===== src/rtl/seq_divider.sv =====
// Iterative unsigned restoring divider: XW-bit dividend / BW-bit divisor, one quotient bit per clock.
// Optional SEQ_DIVIDER_ZERO_SHORTCUT_EN finishes a divide-by-zero one edge after acceptance.
module seq_divider #(
    parameter int XW = 16,
    parameter int BW = 8
) (
    input  logic          clk,
    input  logic          rst,
    input  logic          start,
    input  logic [XW-1:0] a,
    input  logic [BW-1:0] b,
    output logic          busy,
    output logic          done,
    output logic [XW-1:0] q,
    output logic [BW-1:0] r,
    output logic          dz
);

    localparam int CNT_W = (XW > 2) ? $clog2(XW) : 1;

    generate
        if (BW > XW || XW < 2) begin : g_bad_params
            $error("seq_divider: requires 2 <= XW and BW <= XW");
        end
    endgenerate

    typedef enum logic {
        IDLE,
        RUN
    } state_t;

    state_t           state;
    logic [CNT_W-1:0] cnt;

    logic [XW-1:0] acc_p0;   // dividend bits shift out the top, quotient bits shift in the bottom
    logic [BW:0]   rem_p0;
    logic [BW-1:0] div_p0;
    logic [BW-1:0] a_lo_p0;

    logic [BW+1:0] step;
    logic          q_bit;
    logic [BW:0]   rem_nxt;
    logic [XW-1:0] acc_nxt;
    logic          last_step;
    logic          div_zero;
    logic          finish;
    logic [XW+BW:0] result;

    // One restoring step; returns {quotient bit, new partial remainder}.
    function automatic logic [BW+1:0] restore_step(
        input logic [BW:0]   rem,
        input logic          msb,
        input logic [BW-1:0] div
    );
        logic [BW:0]   shifted;
        logic [BW+1:0] diff;
        shifted = {rem[BW-1:0], msb};
        diff    = {1'b0, shifted} - {2'b00, div};
        if (diff[BW+1])
            return {1'b0, shifted};
        else
            return {1'b1, diff[BW:0]};
    endfunction

    // Packs {dz, q, r}; a zero divisor forces the defined result regardless of the datapath.
    function automatic logic [XW+BW:0] final_result(
        input logic          zero,
        input logic [XW-1:0] quot,
        input logic [BW-1:0] rem_lo,
        input logic [BW-1:0] dividend_lo
    );
        if (zero)
            return {1'b1, {XW{1'b1}}, dividend_lo};
        else
            return {1'b0, quot, rem_lo};
    endfunction

    assign step               = restore_step(rem_p0, acc_p0[XW-1], div_p0);
    assign {q_bit, rem_nxt}   = step;
    assign acc_nxt            = {acc_p0[XW-2:0], q_bit};
    assign last_step          = (cnt == CNT_W'(XW - 1));
    assign div_zero           = (div_p0 == '0);
    assign result             = final_result(div_zero, acc_nxt, rem_nxt[BW-1:0], a_lo_p0);

`ifdef SEQ_DIVIDER_ZERO_SHORTCUT_EN
    assign finish = last_step || div_zero;
`else
    assign finish = last_step;
`endif

    // Stage p0: operand capture and iteration datapath
    always_ff @(posedge clk) begin
        if (state == IDLE && start) begin
            acc_p0  <= a;
            div_p0  <= b;
            a_lo_p0 <= a[BW-1:0];
            rem_p0  <= '0;
        end else if (state == RUN) begin
            acc_p0 <= acc_nxt;
            rem_p0 <= rem_nxt;
        end
    end

    // Control FSM with registered handshake and result outputs
    always_ff @(posedge clk or posedge rst) begin
        if (rst) begin
            state <= IDLE;
            cnt   <= '0;
            busy  <= 1'b0;
            done  <= 1'b0;
            q     <= '0;
            r     <= '0;
            dz    <= 1'b0;
        end else begin
            done <= 1'b0;
            case (state)
                IDLE: begin
                    if (start) begin
                        state <= RUN;
                        busy  <= 1'b1;
                        cnt   <= '0;
                    end
                end
                RUN: begin
                    if (finish) begin
                        state        <= IDLE;
                        busy         <= 1'b0;
                        done         <= 1'b1;
                        cnt          <= '0;
                        {dz, q, r}   <= result;
                    end else begin
                        cnt <= cnt + CNT_W'(1);
                    end
                end
                default: begin
                    state <= IDLE;
                    busy  <= 1'b0;
                end
            endcase
        end
    end

endmodule


===== config.mk =====
export PLATFORM = sky130hd
export DESIGN_NAME = seq_divider
export DESIGN_NICKNAME = d
export VERILOG_FILES = /design/src/rtl/seq_divider.sv
export SDC_FILE = /design/constraint.sdc
export NUM_CORES = 1
export LEC_CHECK = 0
export CORE_MARGIN = 4
export CORE_UTILIZATION = 42
export CTS_BUF_LIST = sky130_fd_sc_hd__clkbuf_16
export DETAILED_ROUTE_END_ITERATION = 10
export GPL_TIMING_DRIVEN = 0
export PLACE_DENSITY_LB_ADDON = 0.05
export SLEW_MARGIN = 15
export SYNTH_ARGS = -nofsm -noshare
export SYNTH_HDL_FRONTEND = slang
export SYNTH_SLANG_ARGS = --single-unit

===== constraint.sdc =====
create_clock -name clk -period 2.8 [get_ports clk]
set_clock_uncertainty 0.05 [all_clocks]
set_input_delay 0.28 -clock clk [delete_from_list [all_inputs] [get_ports clk]]
set_output_delay 0.28 -clock clk [all_outputs]
set_load 0.005 [all_outputs]

==> impl_metrics.json, run 1 <==
{
  "leakage_nw": 1.599,
  "setup_violations": 0,
  "layout_setup_ws_ns": 0.3981,
  "dieArea_um2": 9055,
  "chipWidth_um": 95.16,
  "cp_data_required_time_ns": 2.94,
  "first_global_vias": 2282,
  "path_class": "flop to flop",
  "period_share_pct": 85.78,
  "syn_nets": 286,
  "timing.fmax_ghz": 0.4163,
  "cts_buffers": 9,
  "fp-row-count": 31,
  "hold_class": "input pin to async pin",
  "cellPowerDensity_nw_per_um2": 1127,
  "ys_top_cells_by_area": "edfxtp_1, dfrtp_1, mux2_2",
  "ys_ff_latch": 72,
  "r2r_cells": 8,
  "p_total_mw": 4.633,
  "post_dp_cell_area_um2": 3845,
  "final_cells": 417,
  "wl_per_cell_um": 16.56,
  "dr.pass1.iters": 4,
  "drt_wl_total_um": 6907,
  "cts_tree": "built",
  "fill_cells": 635,
  "yosys.area.top_type": "edfxtp_1",
  "tightest_slew_ns": 0.8067,
  "pin_count": 54,
  "cp_max_fo": 10,
  "slew_headroom_pct": 46.16,
  "tns_ns": 0,
  "outcome": "finished, final reports clean",
  "root_buffer": "clkbuf_16",
  "seq_area_frac_synth_pct": 60.24,
  "syn_area_per_cell_um2": 12.81,
  "top_layer": "met4",
  "grt_pass1_wl_um": 11240,
  "start_util_pct": 43.52,
  "track_usage_pct": 16.42,
  "maxSlewViolCount": 0,
  "hpwl_um": 4936,
  "first_iter_violations": 67,
  "routed-wl-met2_um": 3424,
  "cts_hold_buf": 0,
  "end_kind": "flop",
  "gp_congestion": 0.8334,
  "core_area_um2": 7331,
  "final_common_cell": "clkdlybuf4s50_1",
  "detail-route-antenna-nets": 0,
  "path_clk_slew_ns": 0.06,
  "syn_area_um2": 3191,
  "ys_types": 50,
  "drt-vias-per-instance": 5.285,
  "hold_viol": 0,
  "peakVddDrop_uv": 534.4,
  "port_buffers": 53,
  "cts_setup_buffers": 0,
  "drc": 0,
  "die_h_um": 95.16,
  "rsz0062_at_grt": "no",
  "antenna_found_initial": 0,
  "clock_latency_ns": 0.32,
  "place_ws_ns": 0.3091,
  "final_cell_mix": "clkdlybuf4s50_1, edfxtp_1, dfrtp_1, inv_1, mux2_2",
  "final_area_um2": 4110,
  "layout_min_cycle_time_ns": 2.402,
  "critPathLaunchType": "flop",
  "cp_data_arrival_time_ns": 2.54,
  "synth_edf_count": 32,
  "ctsLongestPathBuffers": 2,
  "holdWs_ns": 0.3512,
  "cts_max_level": 3,
  "cts_sinks": 72,
  "num_vias": 2204,
  "layout-drive-gt1-share_pct": 14.47,
  "final_net_count": 350,
  "place_inst": 401,
  "diodes": 0,
  "syn-instance-count": 249,
  "async_flop_share_pct": 44.44,
  "met1_length_um": 3156,
  "ys_warn_count": 0,
  "fin_util_pct": 56.07,
  "postCtsResizedCells": 0,
  "grt_max_degree": 33,
  "drv_cap": 0,
  "ys.flop_type": "edfxtp_1",
  "gr-total-overflow": 0,
  "area_delta_synth_final_pct": 28.82,
  "synth_top_area_share_pct": 30.12,
  "route.met3.wl_um": 248
}
-- sequential cells by signal, summed over array words and instances, names as in the netlist --
name,flops
done,1
dz,1
div_p0,8
state,1
q,16
busy,1
a_lo_p0,8
acc_p0,16
cnt,4
r,8
rem_p0,8
-- metal layers --
layer | global-route usage [%] | vias up
li1 | - | 1066
met1 | 21.50 | 1094
met2 | 26.53 | 36
met3 | 4.025 | 8
met4 | 5.769 | 0
met5 | 0 | -
-- kinds of logic after synthesis --
family | share of synthesized area, %
AOI/OAI and AO/OA | 16.55
adders and majority gates | 4.157
buffers and inverters | 4.117
DFF | 60.24
muxes | 7.372
xor gates and xnor gates | 1.098
and+or+nand+nor | 6.471
-- worst paths after layout --
check                          start        end  slack [ns]
hold / removal                   rst       q[3]        0.35
max in group asynchronous        rst      q[15]        1.88
hold reg to reg            rem_p0[7]  rem_p0[7]        0.42
setup / recovery           div_p0[4]       r[3]        0.40
min in group clk           rem_p0[7]  rem_p0[7]        0.42
setup reg to reg           div_p0[4]       r[3]        0.40
-- power breakdown --
group / switching (mW) / total, mW / internal (mW)
clock: 0.410 / 1.00 / 0.590
combinational: 0.832 / 1.81 / 0.977
sequential: 0.259 / 1.82 / 1.57
-- synth_stat cells (2+ instances only) --
| library cell | count |
|---|---|
| o22ai_1 | 2 |
| nor3_1 | 3 |
| nand4_1 | 2 |
| o22a_1 | 15 |
| inv_1 | 16 |
| mux2_2 | 16 |
| buf_2 | 3 |
| a21oi_1 | 8 |
| nor2b_1 | 2 |
| dfxtp_1 | 8 |
| o21ai_0 | 15 |
| o31ai_1 | 4 |
| ha_1 | 9 |
| a22oi_1 | 7 |
| xor2_1 | 2 |
| nand2b_1 | 3 |
| dfrtp_1 | 32 |
| clkinv_1 | 2 |
| mux2i_1 | 4 |
| nor2_1 | 9 |
| nand3_1 | 2 |
| o21ai_2 | 2 |
| buf_4 | 2 |
| nand2_1 | 14 |
| xnor2_1 | 2 |
| nor4_1 | 2 |
| edfxtp_1 | 32 |
| a21o_1 | 4 |
| clkbuf_1 | 6 |
-- cell type report --
type,count,area (um^2),share of cell area (%)
clock buffer,9,225.2,5.479
sequential,72,1922,46.76
tap,99,123.9,3.014
buffer,12,63.81,1.553
inverter,18,67.56,1.644
clock inverter,7,40.04,0.9741
multi-input combinational,147,1137,27.67
timing repair buffer,53,530.5,12.91
-- worst max-delay path, cell delays in order, from the launching register on --
cell and delay, ns:
edfxtp_1 0.37, inv_1 0.06, ha_1 0.37, a21oi_1 0.33, o221ai_2 0.22, nor2_2 0.18, buf_6 0.18, mux2i_1 0.37
o21ai_0 0.14
No activity file was read; power rests on OpenSTA's default activity.
==> run 2: changes to the inputs <==
- clock period: 2.8 -> 2.19 ns (I/O delays scaled with it)
==> impl_metrics.json, run 2 (synthesized netlist as in run 1, its figures left out) <==
{
  "cts_sinks": 72,
  "setup_violations": 0,
  "leakage_nw": 1.711,
  "first_global_vias": 2328,
  "drc": 0,
  "drt_wl_total_um": 7396,
  "first_iter_violations": 74,
  "gr-total-overflow": 0,
  "dieArea_um2": 9055,
  "final_cell_mix": "clkdlybuf4s50_1, edfxtp_1, dfrtp_1, buf_4",
  "track_usage_pct": 16.75,
  "detail-route-antenna-nets": 0,
  "fp-row-count": 31,
  "grt_pass1_wl_um": 11460,
  "drv_cap": 0,
  "final_net_count": 367,
  "final_common_cell": "clkdlybuf4s50_1",
  "dr.pass1.iters": 4,
  "layout_min_cycle_time_ns": 2.165,
  "path_clk_slew_ns": 0.06,
  "port_buffers": 53,
  "gp_congestion": 0.8334,
  "final_area_um2": 4443,
  "die_h_um": 95.16,
  "peakVddDrop_uv": 692.1,
  "clock_latency_ns": 0.32,
  "start_util_pct": 43.52,
  "pin_count": 54,
  "outcome": "finished, final reports clean",
  "cellPowerDensity_nw_per_um2": 1503,
  "cp_max_fo": 5,
  "slew_headroom_pct": 46.53,
  "r2r_cells": 9,
  "grt_max_degree": 33,
  "chipWidth_um": 95.16,
  "rsz0062_at_grt": "yes",
  "critPathLaunchType": "flop",
  "top_regs": "acc_p0 (16), q (16)",
  "hold_viol": 0,
  "antenna_found_initial": 0,
  "wl_per_cell_um": 17.04,
  "layout-drive-gt1-share_pct": 24.18,
  "tightest_slew_ns": 0.8012,
  "period_share_pct": 98.85,
  "post_dp_cell_area_um2": 3845,
  "ctsLongestPathBuffers": 2,
  "num_vias": 2282,
  "area_delta_synth_final_pct": 39.25,
  "cts_max_level": 3,
  "fill_cells": 586,
  "cts_buffers": 9,
  "timing.fmax_ghz": 0.4619,
  "cp_data_arrival_time_ns": 2.30,
  "cts_tree": "built",
  "end_kind": "flop",
  "hold_class": "input pin to async pin",
  "p_total_mw": 6.680,
  "diodes": 0,
  "cts_hold_buf": 0,
  "path_class": "flop to flop",
  "root_buffer": "clkbuf_16",
  "maxSlewViolCount": 0,
  "hpwl_um": 4936,
  "cp_data_required_time_ns": 2.33,
  "core_area_um2": 7331,
  "drt-vias-per-instance": 5.258
}
==> run 2: cell types whose count changed in the layout (fill, tap and decap cells not counted), sizes merged <==
cell / before / now
clkinv: 8 / 7
buf: 6 / 23
inv: 17 / 18
==> run 2: worst paths after layout <==
check	startpoint	end	slack, ns
setup / recovery	div_p0[5]	r[5]	0.03
hold / removal	rst	q[3]	0.29
setup reg to reg	div_p0[5]	r[5]	0.03
hold reg to reg	rem_p0[7]	rem_p0[7]	0.42
max in group asynchronous	rst	q[15]	1.33
min in group clk	b[3]	div_p0[3]	0.40
==> run 2: power by group <==
| group | internal (mW) | leakage (nW) | switching [mW] |
|---|---|---|---|
| Clock | 0.754 | 0.138 | 0.522 |
| Combinational | 1.71 | 0.826 | 1.32 |
| Sequential | 2.00 | 0.747 | 0.367 |
==> run 2: final cells by class <==
class                   instances  area, um^2  area share (%)
repair buffers                 70       674.4           15.18
well taps                      99       123.9           2.788
clock buffers                   9       225.2           5.069
inverters                      18       70.07           1.577
plain buffers                  12       77.57           1.746
flip-flops and latches         72        1923           43.28
multi-input cells             147        1309           29.46
clock inverters                 7       40.04          0.9012
==> run 2: routing by layer <==
metal / track usage [%] / share of wire [%] / vias up / wire length [um]
met4: 5.769 / 1.2 / 0 / 87
li1: - / - / 1105 / -
met5: 0 / 0 / - / 0
met2: 27.29 / 50 / 32 / 3726
met1: 21.85 / 45 / 1136 / 3345
met3: 4.025 / 3.2 / 9 / 236
==> run 2: repair_timing <==
action / in CTS / in global routing
endpoints found under the setup margin: 17 / 13
pin swaps: 2 / 8
buffers inserted: 2 / 14
gates resized for setup: 13 / 27
cloned: 1 / 0
==> run 2: worst max-delay path, cell delays in order (launching register included) <==
cell and delay, ns:
edfxtp_1 0.37, inv_2 0.06, ha_4 0.25, buf_6 0.11, nand4_4 0.11, a2111oi_4 0.43, nor2_4 0.08, buf_6 0.14
a222oi_1 0.31, o31ai_1 0.12
==> run 2: through the flow <==
step	util, %	setup slack, ns	hold slack (ns)	std cells	TNS (ns)
6_report	60.61	0.02525	0.2883	434	0
5_1_grt	60.61	-0.1153	0.3509	434	-0.6404
4_1_cts	57.16	0.006173	0.3099	420	0
3_5_place_dp	52.45	-0.2399	0.4037	401	-2.508
3_3_place_gp	52.45	-0.2478	0.3973	401	-2.348
2_1_floorplan	-	0.1966	0.2679	249	0
